$ cat src/rtl/klp_pc_pkg.sv
// Shared definitions for the KLP32 program-counter / instruction-fetch logic.
package klp_pc_pkg;

   typedef enum logic [1:0] {
      ST_IDLE   = 2'd0,
      ST_FETCH  = 2'd1,
      ST_HOLD   = 2'd2,
      ST_SQUASH = 2'd3
   } fetch_state_t;

   localparam logic [31:0] RESET_VECTOR_DEFAULT = 32'h0000_0000;
   localparam logic [1:0]  INST_ALIGN_MASK      = 2'b11;

endpackage

$ cat src/rtl/pc_increment.sv
// Sequential next-PC adder; the sum wraps modulo 2^N.
module pc_increment #(
   parameter int N = 32
) (
   input  logic [N-1:0] pc_in,
   output logic [N-1:0] pc_out
);

   assign pc_out = pc_in + N'(4);

endmodule

$ cat src/rtl/pc_fetch_controller.sv
// KLP32 PC sequencer: single-outstanding fetch handshake, decode back-pressure,
// and redirects that may squash a fetch already in flight.
module pc_fetch_controller
   import klp_pc_pkg::*;
#(
   parameter int           N            = 32,
   parameter logic [N-1:0] RESET_VECTOR = N'(RESET_VECTOR_DEFAULT)
) (
   input  logic         clk,
   input  logic         reset,
   output logic         imem_req,
   output logic [N-1:0] imem_addr,
   input  logic         imem_ack,
   input  logic [31:0]  imem_rdata,
   input  logic         redirect_valid,
   input  logic [N-1:0] redirect_target,
   input  logic         stall,
   output logic         inst_valid,
   output logic [31:0]  inst,
   output logic [N-1:0] inst_pc,
   output logic         misaligned
);

   fetch_state_t state;
   logic [N-1:0] pc;
   logic [N-1:0] pc_plus4;
   logic [N-1:0] squash_addr;
   logic         redirect_bad;
   logic         redirect_ok;

   assign redirect_bad = redirect_valid &&
                         ((redirect_target[1:0] & INST_ALIGN_MASK) != 2'b00);
   assign redirect_ok  = redirect_valid && !redirect_bad;

   pc_increment #(.N(N)) u_pc_increment (
      .pc_in  (pc),
      .pc_out (pc_plus4)
   );

   // While squashing, the stale request must keep its original address until acked.
   assign imem_req  = (state == ST_FETCH) || (state == ST_SQUASH);
   assign imem_addr = (state == ST_SQUASH) ? squash_addr : pc;

   always_ff @(posedge clk or posedge reset) begin
      if (reset) begin
         state       <= ST_IDLE;
         pc          <= RESET_VECTOR;
         squash_addr <= RESET_VECTOR;
         inst_valid  <= 1'b0;
         inst        <= '0;
         inst_pc     <= '0;
         misaligned  <= 1'b0;
      end else begin
         misaligned <= redirect_bad;
         case (state)
            ST_IDLE: begin
               state <= ST_FETCH;
               if (redirect_ok) pc <= redirect_target;
            end
            ST_FETCH: begin
               if (redirect_ok) begin
                  pc <= redirect_target;
                  if (!imem_ack) begin
                     squash_addr <= pc;
                     state       <= ST_SQUASH;
                  end
               end else if (imem_ack) begin
                  inst       <= imem_rdata;
                  inst_pc    <= pc;
                  inst_valid <= 1'b1;
                  pc         <= pc_plus4;
                  state      <= ST_HOLD;
               end
            end
            ST_HOLD: begin
               if (redirect_ok) begin
                  inst_valid <= 1'b0;
                  pc         <= redirect_target;
                  state      <= ST_FETCH;
               end else if (!stall) begin
                  inst_valid <= 1'b0;
                  state      <= ST_FETCH;
               end
            end
            ST_SQUASH: begin
               if (redirect_ok) pc <= redirect_target;
               if (imem_ack) state <= ST_FETCH;
            end
            default: state <= ST_IDLE;
         endcase
      end
   end

endmodule
$ cat config.mk
export PLATFORM = sky130hd
export DESIGN_NAME = pc_fetch_controller
export DESIGN_NICKNAME = d
export VERILOG_FILES = /design/src/rtl/klp_pc_pkg.sv /design/src/rtl/pc_increment.sv /design/src/rtl/pc_fetch_controller.sv
export SDC_FILE = /design/constraint.sdc
export NUM_CORES = 1
export LEC_CHECK = 0
export BUFFER_PORTS_ARGS = -buffer_cell sky130_fd_sc_hd__buf_2
export CELL_PAD_IN_SITES_DETAIL_PLACEMENT = 0
export CELL_PAD_IN_SITES_GLOBAL_PLACEMENT = 1
export CORE_ASPECT_RATIO = 0.75
export CORE_MARGIN = 2
export CORE_UTILIZATION = 38
export CTS_CLUSTER_DIAMETER = 80
export DETAILED_ROUTE_END_ITERATION = 12
export GPL_ROUTABILITY_DRIVEN = 0
export PLACE_DENSITY = 0.78
export SYNTH_ARGS = -nofsm -noshare
export SYNTH_HDL_FRONTEND = slang
export SYNTH_HIERARCHICAL = 1
export SYNTH_SLANG_ARGS = --single-unit
export TNS_END_PERCENT = 100
$ cat constraint.sdc
create_clock -name clk -period 3.5 [get_ports clk]
set_clock_uncertainty 0.1 [all_clocks]
set_input_delay 0.175 -clock clk [delete_from_list [all_inputs] [get_ports clk]]
set_output_delay 0.175 -clock clk [all_outputs]
set_load 0.01 [all_outputs]
# Word-level counts from Yosys, hierarchy flattened
# Index checks and enable logic that the tools add are counted.
[totals]
register_bits = 132
latchBits = 0
mem_bits_rw = 0
mem_bits_ro = 0
elab_cells = 50
n_memories = 0
[classes]
add_sub_neg = 1
multipliers = 0
n_div = 0
order_cmp = 0
n_eq_ne = 10
shift = 0
mux = 17
bitwise = 2
reduce_logical = 13
[op_table]
columns = ["operator", "count"]
rows = [
  ["32-bit two-way mux", 4],
  ["32-bit one-hot mux with 2 select lines", 1],
  ["32-bit by 3-bit adder with 32-bit output, second input constant", 1],
  ["2-bit two-way mux", 6],
  ["3-bit inequality test, second input constant", 3],
  ["2-bit one-hot mux with 4 select lines", 1],
  ["4-bit AND reduction", 2],
  ["2-bit inequality test, second input constant", 3],
  ["3-bit AND reduction", 2],
  ["2-bit == test, second input constant", 2],
  ["1-bit two-way mux", 4],
  ["2-bit nonzero test", 2],
  ["3-bit OR reduction", 1],
  ["2-bit by 1-bit == test with 1-bit output, second input constant", 1],
  ["1-bit logical AND", 2],
  ["2-bit zero test", 1],
  ["2-bit by 1-bit inequality test with 1-bit output, second input constant", 1],
  ["1-bit NOT", 2],
  ["1-bit one-hot mux with 2 select lines", 1],
  ["2-bit AND reduction", 1],
  ["1-bit zero test", 1],
  ["1-bit logical OR", 1],
]

# Longest topological paths before layout
[depth]
word_depth = 6
depth_mapped = 7
mapped_depth_nobuf = 7

# Hierarchy
# The synthesis kept the hierarchy.
[by_module_without_submodules]
columns = ["mod", "n_inst", "cells_per_inst", "area_per_inst_um2", "seq_area_each_um2"]
rows = [
  ["pc_fetch_controller", 1, 406, 5780.5, 3303.2],
  ["pc_increment", 1, 83, 580.6, 0.0],
]

# Least setup slack after synthesis
# No wires, ideal clock.
[synth_path]
path_type = "register to register"
from = "register pc[2]"
to = "register pc[28]"
arrival_time_ns = 1.613
required_time_ns = 3.278
slack_ns = 1.664
path_stages_with_launch = 8
period_less_slack_ns = 1.836
cell_sequence = "dfrtp_1 > ha_1 > nand3_1 > nor4_4 > nand4_1 > xnor2_1 > a21oi_1 > o2bb2ai_1"
[synth_via]
elab_chain_cells = 4
[synth_rtl]
columns = ["element", "line_no", "text"]
rows = [
  ["start, declared", "pc_fetch_controller.sv:25", "logic [N-1:0] pc;"],
  ["start signal, assigned", "pc_fetch_controller.sv:58", "if (redirect_ok) pc <= redirect_target;"],
  ["start signal, assigned", "pc_fetch_controller.sv:62", "pc <= redirect_target;"],
  ["start signal, assigned", "pc_fetch_controller.sv:71", "pc <= pc_plus4;"],
  ["32-bit by 3-bit adder with 32-bit output", "pc_increment.sv:9", "assign pc_out = pc_in + N'(4);"],
  ["net pc_plus4[28]", "pc_fetch_controller.sv:26", "logic [N-1:0] pc_plus4;"],
  ["32-bit two-way mux", "pc_fetch_controller.sv:67", "end else if (imem_ack) begin"],
  ["32-bit two-way mux", "pc_fetch_controller.sv:61", "if (redirect_ok) begin"],
  ["32-bit one-hot mux with 2 select lines", "pc_fetch_controller.sv:55", "case (state)"],
]
# The timed path passes the listed nets, and every way through them passes these cells. The select of a mux whose other input is x is not followed.
# A chain may end at the register's enable or synchronous reset.

# Worst setup path after layout
[layout_path]
from = "input port redirect_valid"
to = "register inst[30]"
[layout_via]
elab_chain_cells = 5
[layout_rtl]
columns = ["element", "line_no", "text"]
rows = [
  ["start, declared", "pc_fetch_controller.sv:15", "input logic redirect_valid,"],
  ["1-bit logical AND", "pc_fetch_controller.sv:31", "assign redirect_bad = redirect_valid &&"],
  ["1-bit zero test", "pc_fetch_controller.sv:33", "assign redirect_ok = redirect_valid && !redirect_bad;"],
  ["1-bit logical AND (*)", "pc_fetch_controller.sv:33", ""],
  ["1-bit NOT (no source line) (*)", "-", ""],
  ["3-bit AND reduction (no source line) (*)", "-", ""],
  ["end signal, assigned", "pc_fetch_controller.sv:68", "inst <= imem_rdata;"],
  ["end, declared", "pc_fetch_controller.sv:19", "output logic [31:0] inst,"],
]
# Mark *: on every way between the ends. The rest lies on a longest branch, timed or not.

==> flow_metrics.tcl <==
set metrics [dict create \
    synth_seq_area_share_pct 51.9 \
    finalSetupTns_ns 0 \
    synth-async-reset-ratio_pct 100 \
    hold_viol 0 \
    clk_pin_slew_worst_paths_ns 0.05 \
    worst_slew_pin_slew_ns 0.951 \
    dr.pass1.iters 6 \
    worstPathArrival_ns 2.73 \
    cp_top_family "buffers and inverters" \
    worst-r2r-setup-slack_ns 1.24 \
    p_total_mw 7.46 \
    clock_tree.root_cell "clkbuf_16" \
    use_met2_pct 30.4 \
    die_h_um 116 \
    wl_per_cell_um 17.3 \
    grt_use_met3_pct 5.01 \
    min_path_cells 3 \
    hpwlAfterDp_um 9990 \
    fin_nets 785 \
    grt_pass1_wl_um 25800 \
    ys_warn_count 6 \
    ant_nets 0 \
    crit_path_cell_trace "dlygate4sd3_1 > buf_2 > or3b_1 > buf_4 > and2_4 > buf_12 > mux2_2" \
    clock_path_buffers 2 \
    antenna_cells 0 \
    routed_wl_um 16200 \
    route.detailed.drc 0 \
    cp_slowest_stage_delay_ns 0.70 \
    syn_to_final_growth_pct 34.7 \
    worst_setup_path_end_kind "flop" \
    syn_inst 489 \
    grt_usage_pct 18.5 \
    first_iter_violations 218 \
    setup_violations 0 \
    met1_usage_pct 24.5 \
    finalNonFillerCells 934 \
    htree_levels 4 \
    rr_worst_depth 7 \
    fin_crit_sh_pct 72.4 \
    numCtsBuffers 17 \
    vias 4712 \
    worstPathMaxFanout 39 \
    syn-mean-instance-area_um2 13.0 \
    die_area_um2 17800 \
    crit_cells 7 \
    slew_headroom_pct 36.4 \
    fp.coreArea_um2 16200 \
    critPathCapture "inst[30]$_DFFE_PP0P_" \
    yosys_register_bits 132 \
    viasPerCell 5.04 \
    cap_viol_max_count 0 \
    dp_cells 840 \
    grt_pass1_vias 4911 \
    register_area_um2 3300 \
    clkSinkCount 132 \
    critPathLaunch "redirect_valid" \
    peakVddDrop_v 0.000414 \
    fp-row-count 40 \
    num_io_pins 168 \
    slowest_stage "and2_4" \
    rsz0062_at_grt "false" \
    syn_nets 559 \
    holdWs_ns 0.0431 \
    numPortBuffers 167 \
    grt_overflow 0 \
    multi_input_area_um2 2880 \
    start_kind "input pin" \
    hp-class "input pin to flop" \
    n_fill_cell 1389 \
    powerDensity_nw_per_um2 871 \
    path_buf_inv 4 \
    rr_endpoint "pc[24]$_DFFE_PP0P_" \
    drv_slew 0 \
    start_util_pct 39.2 \
    busiest_layer "met2" \
    grt_max_degree 133 \
    fin_crit_ns 2.53 \
    status "completed" \
    cts_tree "built" \
    worstReg2RegStart "pc[2]$_DFFE_PP0P_" \
    fmax_ghz 0.395 \
    antenna_found_initial 0 \
    synthDistinctLibCells 42 \
    p_leak_nw 4.03 \
    crit_required_ns 3.69 \
    die_w_um 153 \
    syn_area_um2 6360 \
    postCtsSetupRepairBufs 0 \
    critical_path_class "input pin to flop" \
    final_layout_size_suffix_gt1_share_pct 46.1 \
    synth_edf_count 0 \
    synthFlopType "dfrtp_1" \
    min_from "imem_ack" \
    clock_latency_ns 0.42 \
]
## repair_timing
item	4_1_cts	5_1_grt
hold buffers	66	0
resized for setup	0	0
endpoints found under the setup margin	0	0
hold endpoints to repair	196	0
## kinds of logic (layout without fill, tap and decap cells)
kind of cell               Yosys count  count (layout)  share of synthesized area, %
DFF                                132             132                          51.9
muxes                              129             129                          25.1
AOI/OAI and AO/OA                   98              98                          9.80
and+or+nand+nor                     63              63                          6.08
buffers and inverters               38             273                          3.09
xor gates and xnor gates            28              28                          3.86
adders and majority gates            1               1                         0.197
## through the flow
| step | setup WS (ns) | instance area [um^2] | utilization [%] |
|---|---|---|---|
| finish | 0.967 | 8570 | 52.8 |
| global route | 0.883 | 8570 | 52.8 |
| CTS | 0.978 | 8570 | 52.8 |
| detailed placement | 1.09 | 7390 | 45.5 |
| global placement | 1.14 | 7390 | 45.5 |
| floorplan | 1.59 | 6360 | - |
## sequential cells by signal, indices dropped and copies added, names as in the netlist
register	flops
misaligned	1
squash_addr	32
inst_pc	32
inst_valid	1
state	2
inst	32
pc	32
## cell usage in the layout, fill, tap and decap left out, drive strengths merged, types with 11 or more instances in the layout
cell type | netlist | final
nand3 | 11 | 11
a21oi | 60 | 60
mux2 | 128 | 128
nand2 | 12 | 12
dlygate4sd3 | 0 | 66
o2bb2ai | 30 | 30
xnor2 | 21 | 21
dfrtp | 132 | 132
clkbuf | 17 | 22
buf | 17 | 175
## per-layer routing
layer / up-vias / routed length (um)
met5: - / 0
met4: 0 / 94
met3: 10 / 971
met2: 162 / 7540
met1: 2310 / 7560
li1: 2230 / -
## synthesized netlist by cell type, types with 2 or more instances
cell	number	share of area (%)
o2bb2ai_1	30	4.1
a21oi_1	60	4.7
o21ai_0	2	0.16
nand3_1	10	0.79
inv_1	4	0.24
buf_2	7	0.55
xor2_1	7	0.96
nand2_1	12	0.71
buf_1	3	0.18
and3_1	2	0.20
nand4_1	9	0.89
clkbuf_1	17	1.0
mux2_1	7	1.2
dfrtp_1	132	52
nor2_1	10	0.59
mux2_4	38	9.0
nor3_1	3	0.24
nor4_4	2	0.67
a22o_1	3	0.41
buf_4	2	0.24
or2_2	2	0.20
mux2_2	83	15
buf_6	5	0.89
xnor2_1	21	2.9
## power breakdown
group | total [mW] | switching (mW) | internal [mW]
combinational | 2.98 | 1.35 | 1.64
clock | 1.61 | 0.616 | 0.991
sequential | 2.87 | 0.667 | 2.20
total | 7.46 | 2.63 | 4.83
## cell type report
| type | instances | area share [%] |
|---|---|---|
| flip-flops and latches | 132 | 38.6 |
| multi-input cells | 319 | 33.6 |
| repair buffers | 241 | 18.5 |
| clock buffers | 22 | 5.42 |
| well taps | 210 | 3.07 |
| clock inverters | 6 | 0.672 |
| inverters | 4 | 0.219 |
## how the worst min path moves through the flow
stage / slack [ns] / to
after floorplan: 0.19 / misaligned$_DFF_PP0_
after global placement: 0.31 / inst[26]$_DFFE_PP0P_
after detailed placement: 0.31 / inst[23]$_DFFE_PP0P_
after CTS: 0.03 / state[1]$_DFFE_PP0P_
after global routing: 0.05 / state[1]$_DFFE_PP0P_
final: 0.04 / state[1]$_DFFE_PP0P_
## tightest hold or removal path: cells and delay by family
family	cells	cell delay, ns
simple gates	1	0.10
compound gates	1	0.11
buf+inv	1	0.13
(Power assumes the default switching activity.)
